<file path="src/rtl/pipe_ctrl_pkg.sv">
// Shared defaults and sizing helpers for the pipeline load-enable controller.
package pipe_ctrl_pkg;

    localparam int DEF_PIPELINE_STAGE = 5;
    localparam int DEF_STALL_CNT_W    = 16;

    // Bits needed to count 0..stages inclusive.
    function automatic int cnt_width(input int stages);
        return $clog2(stages + 1);
    endfunction

endpackage

</file>
<file path="src/rtl/pipe_valid_stage.sv">
// One valid flop of the pipeline: loads from the previous stage whenever it is
// empty or the stage after it is moving.
module pipe_valid_stage
    import pipe_ctrl_pkg::*;
(
    input  logic sys_clk,
    input  logic rstn,
    input  logic flush_i,
    input  logic prev_vld_i,
    input  logic next_en_i,
    output logic vld_o,
    output logic en_o,
    output logic load_o
);

    logic vld_q;
    logic vld_d;

    // en_o is the unmasked chain term; masking it here would break the
    // upstream chain during flush, so flush/reset only gate load_o.
    assign en_o   = !vld_q | next_en_i;
    assign load_o = en_o & !flush_i & rstn;
    assign vld_o  = vld_q;

    always_comb begin
        vld_d = vld_q;
        if (flush_i) begin
            vld_d = 1'b0;
        end else if (load_o) begin
            vld_d = prev_vld_i;
        end
    end

    always_ff @(posedge sys_clk) begin
        if (!rstn) begin
            vld_q <= 1'b0;
        end else begin
            vld_q <= vld_d;
        end
    end

endmodule

</file>
<file path="src/rtl/pipe_load_ctrl.sv">
// Per-stage load enables and valid tracking for a register chain, with
// bubble collapse, flush, occupancy and a saturating stall counter.
module pipe_load_ctrl
    import pipe_ctrl_pkg::*;
#(
    parameter int PIPELINE_STAGE = DEF_PIPELINE_STAGE,
    parameter int CNT_WIDTH      = cnt_width(PIPELINE_STAGE),
    parameter int STALL_CNT_W    = DEF_STALL_CNT_W
) (
    input  logic                      sys_clk,
    input  logic                      rstn,
    input  logic                      in_valid_i,
    output logic                      in_ready_o,
    output logic                      out_valid_o,
    input  logic                      out_ready_i,
    input  logic                      flush_i,
    output logic [PIPELINE_STAGE-1:0] pipeLoad_en_o,
    output logic [PIPELINE_STAGE-1:0] stage_valid_o,
    output logic [CNT_WIDTH-1:0]      occupancy_o,
    output logic [STALL_CNT_W-1:0]    stall_cnt_o
);

    // Handshake: a token moves across an interface on a rising edge where
    // valid and ready are both high; valid never depends on ready at the same
    // interface, and flush or reset suppress both ends for that cycle.

    logic [PIPELINE_STAGE-1:0] vld;
    logic [PIPELINE_STAGE-1:0] en;
    logic [PIPELINE_STAGE-1:0] load;

    for (genvar s = 0; s < PIPELINE_STAGE; s++) begin : g_stage
        logic next_en;
        logic prev_vld;

        if (s == PIPELINE_STAGE - 1) begin : g_last
            assign next_en = out_ready_i;
        end else begin : g_mid
            assign next_en = en[s+1];
        end

        if (s == 0) begin : g_first
            assign prev_vld = in_valid_i;
        end else begin : g_rest
            assign prev_vld = vld[s-1];
        end

        pipe_valid_stage u_stage (
            .sys_clk    (sys_clk),
            .rstn       (rstn),
            .flush_i    (flush_i),
            .prev_vld_i (prev_vld),
            .next_en_i  (next_en),
            .vld_o      (vld[s]),
            .en_o       (en[s]),
            .load_o     (load[s])
        );
    end

    assign pipeLoad_en_o = load;
    assign in_ready_o    = en[0] & !flush_i & rstn;
    assign out_valid_o   = vld[PIPELINE_STAGE-1] & !flush_i & rstn;
    assign stage_valid_o = vld;

    logic [CNT_WIDTH-1:0] occ;

    always_comb begin
        occ = '0;
        for (int i = 0; i < PIPELINE_STAGE; i++) begin
            occ = occ + CNT_WIDTH'(vld[i]);
        end
    end

    assign occupancy_o = occ;

    logic [STALL_CNT_W-1:0] stall_cnt_q;
    logic [STALL_CNT_W-1:0] stall_cnt_d;

    // Saturates at all-ones; flush deliberately leaves the count alone.
    always_comb begin
        stall_cnt_d = stall_cnt_q;
        if (out_valid_o && !out_ready_i && (stall_cnt_q != '1)) begin
            stall_cnt_d = stall_cnt_q + STALL_CNT_W'(1);
        end
    end

    always_ff @(posedge sys_clk) begin
        if (!rstn) begin
            stall_cnt_q <= '0;
        end else begin
            stall_cnt_q <= stall_cnt_d;
        end
    end

    assign stall_cnt_o = stall_cnt_q;

endmodule
</file>
<file path="config.mk">
export PLATFORM = sky130hd
export DESIGN_NAME = pipe_load_ctrl
export DESIGN_NICKNAME = d
export VERILOG_FILES = /design/src/rtl/pipe_ctrl_pkg.sv /design/src/rtl/pipe_valid_stage.sv /design/src/rtl/pipe_load_ctrl.sv
export SDC_FILE = /design/constraint.sdc
export NUM_CORES = 1
export LEC_CHECK = 0
export BUFFER_PORTS_ARGS = -buffer_cell sky130_fd_sc_hd__buf_2
export CAP_MARGIN = 10
export CORE_ASPECT_RATIO = 2
export CORE_MARGIN = 1.5
export CORE_UTILIZATION = 35
export DETAILED_ROUTE_END_ITERATION = 8
export PLACE_DENSITY = 0.62
export SYNTH_ARGS = -nofsm -noshare
export SYNTH_HDL_FRONTEND = slang
export SYNTH_HIERARCHICAL = 1
export SYNTH_SLANG_ARGS = --single-unit
</file>
<file path="constraint.sdc">
create_clock -name sys_clk -period 3.25 [get_ports sys_clk]
set_clock_uncertainty 0.05 [all_clocks]
set_input_delay 0.8125 -clock sys_clk [delete_from_list [all_inputs] [get_ports sys_clk]]
set_output_delay 0.8125 -clock sys_clk [all_outputs]
set_load 0.02 [all_outputs]
</file>
## Word level (Yosys, flattened, before mapping)

Index checks and enable logic that the tools add are counted.

- Flip-flop bits (word level): 21
- Bits of input ports: 5
- Logic and storage cells: 40

- Add/subtract/negate cells: 5
- Equal/unequal tests: 1
- Bitwise logic cells: 18
- Reductions and logical operators: 10

Operators with widths:

| operator | count |
|---|---|
| 16-bit by 1-bit adder with 16-bit output, second input constant | 1 |
| 16-bit != test, second input constant | 1 |
| 1-bit AND | 12 |
| 1-bit zero test | 7 |
| 3-bit by 1-bit adder with 3-bit output | 2 |
| 1-bit bitwise OR | 5 |
| 2-bit by 1-bit adder with 3-bit output | 1 |
| 1-bit by 1-bit adder with 2-bit output | 1 |
| 1-bit logical AND | 2 |
| 2-bit OR reduction | 1 |
| 1-bit inverter | 1 |

## Logic depth before layout (Yosys ltp)

- Depth in word-level cells: 8
- Gate-level depth with buffers: 7
- Depth with buffers taken out: 7

## Hierarchy

Netlist, hierarchy kept.

By module, submodules not included:

| module | times used | cells each | area each (µm²) |
|---|---|---|---|
| pipe_load_ctrl | 1 | 104 | 942.2 |
| pipe_valid_stage | 5 | 6 | 73.8 |

## Worst setup path before layout

Ideal clock, no wire load.

- Path kind: register -> output
- Start point: register g_stage[4].u_stage.vld_q
- End point: output occupancy_o[1]
- Arrival time: 1819 ps
- Data required time: 2388 ps
- Setup slack: 569 ps
- Stages on the path, launching flop included: 4
- Buffers on the path: 0
- Cell sequence: dfxtp_1 -> fa_1 -> fa_1 -> ha_1

- Cells in the longest elaborated chain, start to end: 1

Ends and longest elaborated chain:

| item | line | source |
|---|---|---|
| from (decl) | pipe_valid_stage.sv:16 | `logic vld_q;` |
| from (signal assigned) | pipe_valid_stage.sv:38 | `vld_q <= vld_d;` |
| 3-bit by 1-bit adder with 3-bit output | pipe_load_ctrl.sv:69 | `occ = occ + CNT_WIDTH'(vld[i]);` |
| to (decl) | pipe_load_ctrl.sv:19 | `output logic [CNT_WIDTH-1:0] occupancy_o,` |

Every way passes these cells.

## Worst setup path after layout

Same ends and word-level chain as after synthesis.

==> results.json <==
{
  "status": "finished clean",
  "cts_resized": 0,
  "place.gp.congestion": 0.773,
  "worst_pin_slew_ns": 0.413,
  "critPathMaxFanout": 6,
  "fin_area_um2": 1550,
  "clkTransAtPathRegs_ns": 0.07,
  "fmax_mhz": 339,
  "dr.pass1.iters": 4,
  "startpoint": "g_stage[4].u_stage/vld_o$_SDFFE_PP0P_",
  "cts.hold.buffers_added": 0,
  "cts_root_buffer": "clkbuf_8",
  "p_leak_nw": 0.678,
  "synthTopCellsByArea": "dfxtp_1, nand2b_4, nor2b_4",
  "tns_ns": 0,
  "grt_overflow": 0,
  "drive_gt1_frac": 0.417,
  "synth_ff_type": "dfxtp_1",
  "synth_nets": 143,
  "synth_cells": 134,
  "worstReg2RegEnd": "stall_cnt_o[13]$_SDFFE_PN0P_",
  "yosysUniqueCellTypes": 34,
  "ios": 36,
  "cts_setup_buffers": 0,
  "grt_max_degree": 18,
  "chipWidth_um": 46.3,
  "yosysWarningCount": 6,
  "ff_latch_area_um2": 420,
  "die_h_um": 89.6,
  "grtUsageTotal": 0.164,
  "grt_pass1_wl_um": 5060,
  "num_vias": 1145,
  "cp-end-kind": "output pin",
  "path_class": "reg2out",
  "period_needed_ns": 2.95,
  "netlist_area_um2": 1310,
  "hold_class": "reg2reg",
  "cts_made_buffers": 3,
  "nets": 178,
  "clock_sinks": 21,
  "slew_viol_final": 0,
  "cts_tree": "yes",
  "endpoint": "occupancy_o[1]",
  "postPlaceCellArea_um2": 1510,
  "setup_slack_ns": 0.296,
  "r2r_start": "g_stage[4].u_stage/vld_o$_SDFFE_PP0P_",
  "rows": 31,
  "dieArea_um2": 4140,
  "critPathRequiredTime_ns": 2.39,
  "core-area_um2": 3610,
  "antenna_cells": 0,
  "worst-r2r-cell-count": 4,
  "routed_wl_um": 2920,
  "area_delta_synth_final_pct": 18.4,
  "clk_latency_ns": 0.25,
  "antenna_left": 0,
  "synth-seq-cells": 21,
  "portBuffers": 35,
  "htreeDepth": 1,
  "synthArstFlopShare": 0,
  "holdWs_ns": 0.437,
  "multiInputGateArea_um2": 813,
  "ir_worst_vdd_mv": 0.168,
  "hpwlAfterDp_um": 2300,
  "startpoint_type": "register",
  "min_period_over_period": 0.909,
  "grt_pass1_vias": 1138,
  "synth_top_cell_by_area": "dfxtp_1",
  "clockBufferDepth": 2,
  "viasPerCell": 5.28,
  "drc": 0,
  "avgSynthCellArea_um2": 9.79,
  "synth_seq_area_share": 0.321,
  "avgRoutedWirePerCell_um": 13.5,
  "dp_slack_ns": 0.409,
  "max-cap-violations": 0,
  "slew-limit-headroom": 0.723,
  "critPathArrivalTime_ns": 2.09,
  "netlist.area_leader.share": 0.321,
  "synth-edff-count": 0,
  "power_density_nw_per_um2": 302,
  "initialDrtViolationCount": 13,
  "grt_setup_unrepaired": "no",
  "finalHoldViolations": 0,
  "rrSetupSlack_ns": 1.21,
  "grt_antenna_before_repair": 0,
  "fill_cells": 374,
  "start_util": 0.364,
  "finalSetupViolCount": 0
}
[critical path: stages (launching register included)]
cell     delay (ns)
dfxtp_1        0.54
fa_1           0.48
fa_1           0.38
ha_1           0.27
buf_2          0.16
[flip-flops by register name (all words and copies together) (netlist names)]
name,count
stall_cnt_o,16
g_stage.u_stage/vld_o,5
[where the power goes]
part / switching [W] / internal, W
Combinational: 0.0000247 / 0.0000178
Clock: 0.0000804 / 0.0000872
Sequential: 0.00000152 / 0.000258
Total: 0.000107 / 0.000363
[cell type report]
cell class | count | area share
multi-input cells | 100 | 0.524
well taps | 49 | 0.0395
inverters | 6 | 0.0145
clock buffers | 4 | 0.0290
repair buffers | 37 | 0.122
flip-flops and latches | 21 | 0.271
[cells in the mapped netlist (2+ instances only)]
| cell type | n |
|---|---|
| ha_1 | 2 |
| fa_1 | 2 |
| o41ai_1 | 2 |
| or2_2 | 3 |
| o311ai_0 | 2 |
| or3_1 | 3 |
| nor3b_1 | 3 |
| inv_1 | 6 |
| and4bb_2 | 2 |
| or3_2 | 2 |
| nand2b_4 | 10 |
| mux2i_1 | 3 |
| nor2b_4 | 5 |
| nand3_1 | 4 |
| o21ai_0 | 7 |
| a21oi_2 | 5 |
| buf_4 | 4 |
| nor2_1 | 3 |
| o31ai_1 | 4 |
| or4_1 | 4 |
| nand4_1 | 6 |
| nand2_1 | 10 |
| a21oi_1 | 11 |
| dfxtp_1 | 21 |
[per-stage QoR]
step	utilization	total power (W)	std cells
after floorplan	-	0.000296	134
after global placement	0.418	0.000307	213
after global routing	0.430	0.000491	217
final	0.430	0.000470	217
after CTS	0.430	0.000478	217
after detailed placement	0.418	0.000308	213
[metal layers]
metal | vias up | wire (um) | global-route usage | part of all wire
met5 | - | 0 | 0 | 0
met4 | 0 | 37 | 0.0623 | 0.013
met3 | 4 | 124 | 0.0121 | 0.042
met2 | 38 | 1610 | 0.308 | 0.55
met1 | 549 | 1150 | 0.177 | 0.39
li1 | 554 | - | - | -
[cell usage in the layout, fill, tap and decap left out, drive strengths merged, types with 2 or more instances in the layout]
master,Yosys,final
nand2,10,10
nand2b,11,11
nor3b,3,3
ha,2,2
mux2i,3,3
buf,6,37
o31ai,4,4
or4,5,5
inv,6,6
fa,2,2
a21oi,16,16
nand4,6,6
o41ai,2,2
o311ai,2,2
or2,3,3
and4bb,2,2
o21ai,7,7
or3,5,5
clkbuf,0,4
nor2,3,3
nor2b,5,5
nand3,4,4
dfxtp,21,21
[cell families (layout without fill, tap and decap cells)]
group	count (synthesis)	count (layout)	synth area share
AO/OA/AOI/OAI	31	31	0.152
multiplexers	3	3	0.0229
flip-flops	21	21	0.321
AND/OR/NAND/NOR	62	62	0.396
adder cells (fa/ha/maj)	4	4	0.0496
buffers and inverters	13	47	0.0592
[worst min-delay path by stage]
stage	from	to	slack, ns	cells past startpoint
after floorplan	g_stage[2].u_stage/vld_o$_SDFFE_PP0P_	g_stage[3].u_stage/vld_o$_SDFFE_PP0P_	0.45	2
after global placement	stall_cnt_o[15]$_SDFFE_PN0P_	stall_cnt_o[15]$_SDFFE_PN0P_	0.43	1
after detailed placement	stall_cnt_o[15]$_SDFFE_PN0P_	stall_cnt_o[15]$_SDFFE_PN0P_	0.43	2
after CTS	stall_cnt_o[15]$_SDFFE_PN0P_	stall_cnt_o[15]$_SDFFE_PN0P_	0.44	2
after global routing	stall_cnt_o[15]$_SDFFE_PN0P_	stall_cnt_o[15]$_SDFFE_PN0P_	0.50	2
final	stall_cnt_o[15]$_SDFFE_PN0P_	stall_cnt_o[15]$_SDFFE_PN0P_	0.44	2
Note: power is estimated with default switching activity, not from simulation.
